## src/rtl/ibuf_sched.sv

```systemverilog
// ibuf_sched: write scheduler and read sequencer for the instruction buffer.
//
// Purpose:
//   Two producers (port 0 = host loader, port 1 = prefetcher) share the single
//   write port of a DEPTH x DATA_WIDTH instruction buffer. Grants alternate
//   round-robin on contention. The block owns the buffer write/read pointers and
//   the stored-entry count. It presents the buffer's registered read data to the
//   decode stage as a valid/ready stream.
//
// Ports:
//   clk, rst                   clock and synchronous active-high reset
//   p0_valid/p0_data/p0_ready  producer 0 request, word and grant
//   p1_valid/p1_data/p1_ready  producer 1 request, word and grant
//   buf_wr_en/buf_wr_addr      buffer write strobe and address
//   buf_data_in                granted producer's word
//   buf_rd_en/buf_rd_addr      buffer read strobe and address
//   buf_data_out               buffer read data, one cycle after buf_rd_en
//   out_valid/out_data         instruction stream to decode
//   out_ready                  decode accepts out_data
//   count                      stored entries, excluding the word held at the output
//   full/empty/almost_full     occupancy flags derived from count

module ibuf_sched #(
    parameter int DATA_WIDTH = 32,
    parameter int DEPTH      = 64,
    parameter int AF_LEVEL   = 56
) (
    input  logic                         clk,
    input  logic                         rst,
    input  logic                         p0_valid,
    input  logic [DATA_WIDTH-1:0]        p0_data,
    output logic                         p0_ready,
    input  logic                         p1_valid,
    input  logic [DATA_WIDTH-1:0]        p1_data,
    output logic                         p1_ready,
    output logic                         buf_wr_en,
    output logic [$clog2(DEPTH)-1:0]     buf_wr_addr,
    output logic [DATA_WIDTH-1:0]        buf_data_in,
    output logic                         buf_rd_en,
    output logic [$clog2(DEPTH)-1:0]     buf_rd_addr,
    input  logic [DATA_WIDTH-1:0]        buf_data_out,
    output logic                         out_valid,
    output logic [DATA_WIDTH-1:0]        out_data,
    input  logic                         out_ready,
    output logic [$clog2(DEPTH):0]       count,
    output logic                         full,
    output logic                         empty,
    output logic                         almost_full
);

    localparam int AW = $clog2(DEPTH);
    localparam int CW = AW + 1;

    typedef enum logic {
        PORT0 = 1'b0,
        PORT1 = 1'b1
    } port_e;

    logic [AW-1:0] wptr_q, wptr_d;
    logic [AW-1:0] rptr_q, rptr_d;
    logic [CW-1:0] count_q, count_d;
    port_e         rr_last_q, rr_last_d;
    logic          out_valid_q, out_valid_d;

    logic can_write;
    logic gnt0;
    logic gnt1;
    logic grant;
    logic rd_issue;

    // Occupancy flags come from the registered count, so a read in a full cycle
    // only frees a write slot on the following cycle.
    assign full        = (count_q == CW'(DEPTH - 1));
    assign empty       = (count_q == '0);
    assign almost_full = (count_q >= CW'(AF_LEVEL));
    assign count       = count_q;

    // Arbitration and read issue. Both strobes are gated by rst so nothing is
    // granted or read while the state is being cleared. A read is only issued
    // when the output slot is free or being emptied this cycle, which keeps
    // buf_data_out stable under a held word.
    always_comb begin
        can_write   = !full && !rst;
        gnt0        = can_write && p0_valid && (!p1_valid || (rr_last_q == PORT1));
        gnt1        = can_write && p1_valid && (!p0_valid || (rr_last_q == PORT0));
        grant       = gnt0 || gnt1;
        rd_issue    = !rst && !empty && (!out_valid_q || out_ready);

        wptr_d      = grant    ? wptr_q + 1'b1 : wptr_q;
        rptr_d      = rd_issue ? rptr_q + 1'b1 : rptr_q;
        count_d     = count_q + CW'(grant) - CW'(rd_issue);

        rr_last_d   = rr_last_q;
        if (gnt0) begin
            rr_last_d = PORT0;
        end else if (gnt1) begin
            rr_last_d = PORT1;
        end

        out_valid_d = out_valid_q;
        if (rd_issue) begin
            out_valid_d = 1'b1;
        end else if (out_ready) begin
            out_valid_d = 1'b0;
        end
    end

    assign p0_ready    = gnt0;
    assign p1_ready    = gnt1;
    assign buf_wr_en   = grant;
    assign buf_wr_addr = wptr_q;
    assign buf_data_in = gnt1 ? p1_data : p0_data;
    assign buf_rd_en   = rd_issue;
    assign buf_rd_addr = rptr_q;
    assign out_valid   = out_valid_q;
    assign out_data    = buf_data_out;

    // State registers. Reset discards stored and held words and makes port 0
    // the winner of the next contention.
    always_ff @(posedge clk) begin
        if (rst) begin
            wptr_q      <= '0;
            rptr_q      <= '0;
            count_q     <= '0;
            rr_last_q   <= PORT1;
            out_valid_q <= 1'b0;
        end else begin
            wptr_q      <= wptr_d;
            rptr_q      <= rptr_d;
            count_q     <= count_d;
            rr_last_q   <= rr_last_d;
            out_valid_q <= out_valid_d;
        end
    end

endmodule

```

## config.mk

```make
export PLATFORM = sky130hd
export DESIGN_NAME = ibuf_sched
export DESIGN_NICKNAME = d
export VERILOG_FILES = /design/src/rtl/ibuf_sched.sv
export SDC_FILE = /design/constraint.sdc
export NUM_CORES = 1
export LEC_CHECK = 0
export CORE_ASPECT_RATIO = 1.25
export CORE_MARGIN = 4
export CORE_UTILIZATION = 31
export DETAILED_ROUTE_END_ITERATION = 8
export PLACE_DENSITY = 0.9
export SYNTH_ARGS = -nofsm -noshare
export SYNTH_HDL_FRONTEND = slang
export SYNTH_SLANG_ARGS = --single-unit
```

## constraint.sdc

```tcl
create_clock -name clk -period 4.05 [get_ports clk]
set_input_delay 0.81 -clock clk [delete_from_list [all_inputs] [get_ports clk]]
set_output_delay 0.81 -clock clk [all_outputs]
set_load 0.005 [all_outputs]
```

==> results of run 1 <==
## worst max-delay path: stages
cell,delay [ns]
clkdlybuf4s50_1,0.54
inv_1,0.10
a2111oi_4,0.41
buf_4,0.25
mux2_2,0.36
clkdlybuf4s50_1,0.47
## state kept, by name, indices dropped and copies added (netlist names)
| signal | cells |
|---|---|
| buf_rd_addr | 6 |
| buf_wr_addr | 6 |
| count | 7 |
| out_valid | 1 |
| rr_last_q | 1 |
## cells in the mapped netlist (3+ instances only)
cell type and n:
nor4_1 3, ha_1 16, nor2_1 13, dfxtp_1 21, buf_6 3, nand3_1 4, nor3_1 4, nor2b_1 3
inv_1 12, a21oi_1 13, buf_4 32, nand2_1 6, mux2_2 4, mux2_4 29, xnor2_1 6, nor4b_1 3
o21ai_0 5
## final cells by class
type	instances	area (um^2)	share of cell area (%)
Antenna cell	1	2.50	0.0776
Clock buffer	3	41.3	1.28
Clock inverter	1	5.00	0.155
Inverter	13	51.3	1.59
Multi-Input combinational cell	140	1280	39.8
Sequential cell	21	420	13.0
Tap cell	85	106	3.30
Timing Repair Buffer	131	1310	40.7
## power breakdown
| part | total [W] | switching (W) | internal (W) |
|---|---|---|---|
| Sequential | 0.000333 | 0.0000775 | 0.000256 |
| Combinational | 0.000755 | 0.000319 | 0.000437 |
| Clock | 0.000142 | 0.0000733 | 0.0000687 |
| Total | 0.00123 | 0.000470 | 0.000761 |
## cells by family after synthesis
family	Yosys count
xor+xnor	6
compound gates	33
mux	35
flops	21
buf+inv	53
simple gates	49
fa+ha+maj	17
## metrics by stage
step	cells	area, um^2
floorplan	214	2050
finish	395	3230
global route	395	3230
CTS	394	3220
detailed placement	390	3180
global placement	390	3180
## per-layer routing
| metal | vias up | track usage [%] | wire [um] |
|---|---|---|---|
| met1 | 941 | 15.1 | 2290 |
| met5 | - | 0 | 27 |
| met4 | 4 | 3.90 | 111 |
| met3 | 17 | 6.31 | 755 |
| li1 | 914 | - | - |
| met2 | 97 | 31.6 | 3550 |
## worst paths after layout
check        slack [ns]  depth (start not counted)         endpoint           start
max reg2reg        0.94                         13         count[6]        count[4]
max                0.29                          6  buf_data_in[31]        p1_valid
min reg2reg        0.52                          2   buf_rd_addr[5]  buf_rd_addr[5]
min                0.52                          2   buf_rd_addr[5]  buf_rd_addr[5]
==> impl_metrics.toml, run 1 <==
[global_route]
antenna_found_initial = 3
gr-total-overflow = 0
grt_max_degree = 26
track_usage_pct = 16.1
grt_pass1_wl_um = 10100
grt_pass1_vias = 1964

[detailed_routing]
drt_first_pass_iters = 4
ant_nets = 0
routed_via_density = 4.99
via_count = 1973
wl_um = 6740
route.detailed.drc = 0
routedWlPerCell_um = 17.1
drtIter0Drc = 23

[worst_setup_path]
startpoint_type = "input port"
crit_required_ns = 3.24
crit_type = "in2out"
critPathMaxFanout = 8
worstSetupEndpointType = "output pin"
arrival_ns = 2.95

[timing]
rsz0062_at_grt = "no"
tns_ns = 0
max-slew-margin-rel_pct = 44.8
fin_crit_ns = 3.76
whs_ns = 0.519
setup_slack_ns = 0.290
finalMaxSlewViolations = 0
fmax_mhz = 266
layout_worst_path_cycle_share_pct = 92.8
timing_hold_violations_final = 0
tightest_slew_ns = 0.821
clock_skew_ns = 0.00828
final-setup-viol-count = 0

[cts]
hold_buffers = 0
cts_inserted_buffers = 3
cts_root_buf = "clkbuf_8"
cts.repair.resized = 0
cts_tree = "done"
clk_pin_slew_ns = 0.08
cts.path.max_buffers = 2
post_cts_buffers = 0
clk_latency_ns = 0.27
cts.sink_count = 21
h-tree-depth = 1

[synthesis]
synth_mux_area_share_pct = 24.4
netlist_instances = 214
synth_area_leader_cell = "mux2_4"
ys_top_cells_by_area = "mux2_4 21%, dfxtp_1 21%, buf_4 12%"
synth_edf_count = 0
synth_top_family_by_area = "multiplexers"
synth_top_area_share_pct = 21.2
yosysUniqueCellTypes = 44
syn_area_per_cell_um2 = 9.58
synth_seq_cells = 21
ys_warn_count = 0
synthFlopType = "dfxtp_1"
synth_area_mm2 = 0.00205
synth_compound_area_share_pct = 11.6
synthSimpleGateAreaFrac_pct = 13.4
async_flop_share_pct = 0
syn-num-nets = 332
synth-adder-area-share_pct = 10.7
synth_xor_area_share_pct = 2.56
ys_seq_area_share_pct = 20.5

[die]
dieArea_mm2 = 0.00799
fp.dieH_um = 98.9
die_width_um = 80.7
rows = 32
start_util_pct = 32.6
core-area_mm2 = 0.00629
io_pins = 192

[cells_and_area]
area_delta_synth_final_pct = 57.3
final_cell_mix = "127 x clkdlybuf4s50_1, 29 x mux2_4, 21 x dfxtp_1"
final_util_pct = 51.3
nets = 428
drive_above_1_share_pct = 15.2
final_common_cell = "clkdlybuf4s50_1"
nFillCells = 590

[pwr]
p_per_area_mw_per_mm2 = 381
p_total_w = 0.00123
leakage_nw = 1.30
ir_worst_vdd_uv = 374

[place]
numPortBuffers = 127
place_hpwl_um = 5670
place_ws_ns = 0.278
gp_congestion = 0.848

[hold_path]
hold_path_class = "reg2reg"

[status]
status = "finished clean"

[job]
drv_cap = 0
(Power assumes the default switching activity.)
==> inputs of run 2 (changes only) <==
==> config.mk (replaced) <==
export PLATFORM = sky130hd
export DESIGN_NAME = ibuf_sched
export DESIGN_NICKNAME = d
export VERILOG_FILES = /design/src/rtl/ibuf_sched.sv
export SDC_FILE = /design/constraint.sdc
export NUM_CORES = 1
export LEC_CHECK = 0
export CORE_AREA = 4 4 71 73
export DETAILED_ROUTE_END_ITERATION = 8
export DIE_AREA = 0 0 75 77
export DONT_BUFFER_PORTS = 1
export PLACE_DENSITY = 0.69
export SYNTH_ARGS = -nofsm -noshare
export SYNTH_HDL_FRONTEND = slang
export SYNTH_SLANG_ARGS = --single-unit
==> impl_metrics.toml, run 2 (synthesis results as in run 1) <==
[timing]
clock_skew_ns = 0.00430
layout_worst_path_cycle_share_pct = 83.8
timing_hold_violations_final = 0
final-setup-viol-count = 0
max-slew-margin-rel_pct = 40.9
rsz0062_at_grt = "no"
fmax_mhz = 295
tightest_slew_ns = 0.879
tns_ns = 0
fin_crit_ns = 3.39
finalMaxSlewViolations = 0

[cts]
post_cts_buffers = 0
cts_root_buf = "clkbuf_8"
h-tree-depth = 1
hold_buffers = 0
clk_pin_slew_ns = 0.08
cts.repair.resized = 0
cts_inserted_buffers = 3
clk_latency_ns = 0.27
cts_tree = "done"
cts.sink_count = 21
cts.path.max_buffers = 2

[die]
io_pins = 192
die_width_um = 75
dieArea_mm2 = 0.00578
fp.dieH_um = 77
rows = 24
core-area_mm2 = 0.00435
start_util_pct = 47.1

[cells_and_area]
final_util_pct = 43.1
regArea_um2 = 420
largest_reg_flops = 7
final_common_cell = "mux2_4"
diodes = 0
area_delta_synth_final_pct = -8.54
nets = 298
drive_above_1_share_pct = 24.6
multi_input_area_mm2 = 0.00128
final_cell_mix = "29 x mux2_4, 21 x dfxtp_1, 16 x ha_1"
nFillCells = 424

[worst_setup_path]
crit_required_ns = 3.24
critPathMaxFanout = 32
crit_chain = "ha_1 > and4b_4 > nand2_4 > inv_4 > a2111oi_4 > buf_4 > mux2_2"
arrival_ns = 2.58
worstSetupEndpointType = "output pin"
crit_slowest_cell = "buf_4"
startpoint_type = "register"
ff2ff_setup_slack_ns = 0.94
crit_type = "reg2out"
path_buf_inv = 2
critical_path.top_delay_family = "buffers and inverters"
slowest_delay_ns = 0.53

[pwr]
ir_worst_vdd_uv = 404
p_total_w = 0.00101
p_per_area_mw_per_mm2 = 536
leakage_nw = 0.799

[global_route]
antenna_found_initial = 3
grt_max_degree = 33
track_usage_pct = 20.2
gr-usage-met2_pct = 29.3
gr-total-overflow = 0
grt_pass1_wl_um = 8490
grt_pass1_vias = 1412
grt_busiest_layer = "met2"
use_met3_pct = 14.0
met1_usage_pct = 23.9

[detailed_routing]
drt_first_pass_iters = 4
route.detailed.drc = 0
routedWlPerCell_um = 26.1
drtIter0Drc = 46
ant_nets = 0
via_count = 1413
wl_um = 6020
routed_via_density = 6.12

[status]
status = "finished clean"

[hold_path]
hold_path_class = "reg2reg"

[place]
numPortBuffers = 0
gp_congestion = 0.873
place_hpwl_um = 5170

[job]
drv_cap = 0
-- run 2: through the flow --
| step | cells | hold WS [ns] | worst slack (ns) | instance area, um^2 |
|---|---|---|---|---|
| after floorplan | 214 | 0.468 | 1.03 | 2050 |
| after global placement | 227 | 0.489 | 0.913 | 1830 |
| after detailed placement | 227 | 0.494 | 0.852 | 1830 |
| after CTS | 231 | 0.507 | 0.630 | 1880 |
| after global routing | 231 | 0.528 | 0.487 | 1880 |
| final | 231 | 0.500 | 0.656 | 1880 |
-- run 2: worst paths after layout --
kind                                startpoint              end  cells after the start
worst max register to register        count[3]         count[6]                     13
worst max-delay path                  count[4]  buf_data_in[31]                      7
worst min register to register  buf_rd_addr[5]   buf_rd_addr[5]                      2
worst min-delay path            buf_rd_addr[5]   buf_rd_addr[5]                      2
-- run 2: cell type report --
class                      count  share of cell area, %
multi-input combinational    140                   68.5
sequential                    21                   22.4
tap                           52                   3.47
inverter                      13                   2.74
clock buffer                   3                   2.20
timing repair buffer           1                  0.400
clock inverter                 1                  0.267
-- run 2: power breakdown --
part	total, W	leakage (nW)	internal, W	switching, W
registers	0.000345	0.173	0.000256	0.0000892
clock network	0.000142	0.0255	0.0000687	0.0000736
logic	0.000519	0.600	0.000245	0.000273
-- run 2: per-layer routing --
layer  part of all wire (%)  wire length (um)
met5                   0.76                46
met4                    2.0               122
met2                     43              2600
met1                     38              2290
met3                     16               968
-- run 2: worst min-delay path: cells and delay by family (launching register included) --
| kind | cells | cell delay, ns |
|---|---|---|
| flip-flops | 1 | 0.34 |
| AO/OA/AOI/OAI | 2 | 0.13 |
==> inputs of run 3 (changes only) <==
--- a/config.mk
+++ b/config.mk
@@ -9,7 +9,7 @@
 export DETAILED_ROUTE_END_ITERATION = 8
 export DIE_AREA = 0 0 75 77
 export DONT_BUFFER_PORTS = 1
-export PLACE_DENSITY = 0.69
+export PLACE_DENSITY = 0.71
 export SYNTH_ARGS = -nofsm -noshare
 export SYNTH_HDL_FRONTEND = slang
 export SYNTH_SLANG_ARGS = --single-unit
==> constraint.sdc (replaced) <==
create_clock -name clk -period 2.96 [get_ports clk]
set_input_delay 0.592 -clock clk [delete_from_list [all_inputs] [get_ports clk]]
set_output_delay 0.592 -clock clk [all_outputs]
set_load 0.005 [all_outputs]
==> impl_metrics.toml, run 3 (synthesis results as in run 1) <==
[status]
status = "finished clean"

[cells_and_area]
drive_above_1_share_pct = 33.0
nFillCells = 424
multi_input_area_mm2 = 0.00131
final_cell_mix = "32 x mux2_4, 18 x dfxtp_1, 15 x ha_1"
regArea_um2 = 424
largest_reg_flops = 7
final_common_cell = "mux2_4"
nets = 313
area_delta_synth_final_pct = -0.122
final_util_pct = 47.0

[place]
place_hpwl_um = 4880
gp_congestion = 0.899
numPortBuffers = 0

[timing]
final-setup-viol-count = 0
max-slew-margin-rel_pct = 51.4
layout_worst_path_cycle_share_pct = 99.6
fin_crit_ns = 2.95
tightest_slew_ns = 0.729
timing_hold_violations_final = 0
fmax_mhz = 339
finalMaxSlewViolations = 0
rsz0062_at_grt = "yes"
clock_skew_ns = 0.000954

[global_route]
grt_pass1_wl_um = 8090
gr-total-overflow = 0
track_usage_pct = 19.2
grt_max_degree = 32
antenna_found_initial = 6
grt_pass1_vias = 1347

[pwr]
netSwitchingPower_w = 0.000595
pwr-share-comb_pct = 56.9
clock_power_share_pct = 13.1
intPower_w = 0.000847
p_per_area_mw_per_mm2 = 704
swShare_pct = 41.3
leakage_nw = 0.888
pwr-share-seq_pct = 30.0
ir_worst_vdd_uv = 595
p_total_w = 0.00144

[cts]
cts.path.max_buffers = 2
h-tree-depth = 1
cts_inserted_buffers = 3
cts_root_buf = "clkbuf_8"
cts_tree = "done"
clk_pin_slew_ns = 0.08
clk_latency_ns = 0.26
hold_buffers = 0
cts.sink_count = 21

[worst_setup_path]
path_buf_inv = 3
timing.rr.start = "count[4]"
worstSetupEndpointType = "output pin"
slowest_delay_ns = 0.57
r2r_end = "count[6]"
crit_type = "reg2out"
startpoint_type = "register"
crit_slowest_cell = "a2111oi_4"
ff2ff_setup_slack_ns = 0.14
crit_required_ns = 2.37
crit_chain = "buf_6 > ha_4 > and4b_4 > nand2_4 > inv_6 > a2111oi_4 > buf_4 > mux2_4"
critical_path.top_delay_family = "compound AO/OA/AOI/OAI gates"
rr_worst_depth = 13
critPathMaxFanout = 7
arrival_ns = 2.36

[die]
fp.dieH_um = 77
core-area_mm2 = 0.00435
io_pins = 192
die_width_um = 75
dieArea_mm2 = 0.00578
rows = 24
start_util_pct = 47.1

[detailed_routing]
route.detailed.drc = 0
routedWlPerCell_um = 23.5
via_count = 1482
routed_via_density = 5.98
drtIter0Drc = 61
drt_first_pass_iters = 4
wl_um = 5820
ant_nets = 0

[job]
drv_cap = 0

[hold_path]
holdPathEnd = "count[2]"
min_path_cells = 1
hold_path_class = "in2reg"
min-delay-start = "rst"
[run 3: changes by cell type in the layout (fill, tap and decap cells not counted), sizes merged]
cell	previous run	this run
diode	0	2
buf	1	16
[run 3: how the worst max path moves through the flow]
| stage | from | to | slack (ns) | cells after the start |
|---|---|---|---|---|
| floorplan | count[2] | count[6] | 0.09 | 13 |
| global placement | count[5] | count[6] | 0.13 | 13 |
| detailed placement | count[5] | count[6] | 0.07 | 13 |
| CTS | count[3] | buf_data_in[16] | -0.001 | 8 |
| global route | count[3] | buf_data_in[16] | -0.11 | 8 |
| finish | count[3] | buf_data_in[16] | 0.01 | 8 |
[run 3: through the flow]
stage | hold WS [ns] | std cells | cell area (um^2) | setup TNS, ns | setup slack [ns]
2_1_floorplan | 0.468 | 214 | 2050 | 0 | 0.0917
3_5_place_dp | 0.489 | 237 | 1900 | 0 | 0.0682
5_1_grt | 0.366 | 248 | 2050 | -2.79 | -0.109
4_1_cts | 0.378 | 246 | 2030 | -0.00120 | -0.00120
6_report | 0.386 | 248 | 2050 | 0 | 0.0125
3_3_place_gp | 0.486 | 237 | 1900 | 0 | 0.131
[run 3: power groups by stage]
stage	sequential, W	clock (W)	combinational, W
finish	0.000433	0.000188	0.000821
global route	0.000444	0.000213	0.000936
CTS	0.000431	0.000198	0.000821
detailed placement	0.000432	0	0.000798
global placement	0.000431	0	0.000793
floorplan	0.000426	0	0.000641
[run 3: area by class of cell]
type,count,share of cell area [%]
Multi-Input combinational cell,140,64.0
Sequential cell,21,20.7
Timing Repair Buffer,16,6.96
Tap cell,52,3.18
Inverter,13,2.63
Clock buffer,3,2.02
Clock inverter,1,0.244
Antenna cell,2,0.244
[run 3: timing repair]
| action | CTS | global route |
|---|---|---|
| resized for setup | 15 | 4 |
| hold endpoints to repair | 0 | 0 |
| buffers inserted | 2 | 0 |
| gates cloned | 3 | 0 |
| pin swaps | 2 | 0 |
| endpoints found under the setup margin | 32 | 34 |
[run 3: worst register-to-register path, cell delays in order (launching register included)]
cell and delay, ns:
dfxtp_1 0.35, inv_1 0.09, ha_1 0.15, nand2_1 0.07, o41a_1 0.32, and2_1 0.18, ha_1 0.28, inv_1 0.04
ha_1 0.21, fa_2 0.37, a211o_1 0.26, and3_1 0.19, mux2i_1 0.15, nand2_1 0.06
[run 3: metal layers]
metal / track usage [%] / share of wire, % / up-vias
met5: 0 / 1.2 / -
met4: 3.02 / 0.65 / 8
met3: 12.5 / 15 / 14
met2: 28.0 / 45 / 84
met1: 23.9 / 38 / 682
li1: - / - / 694
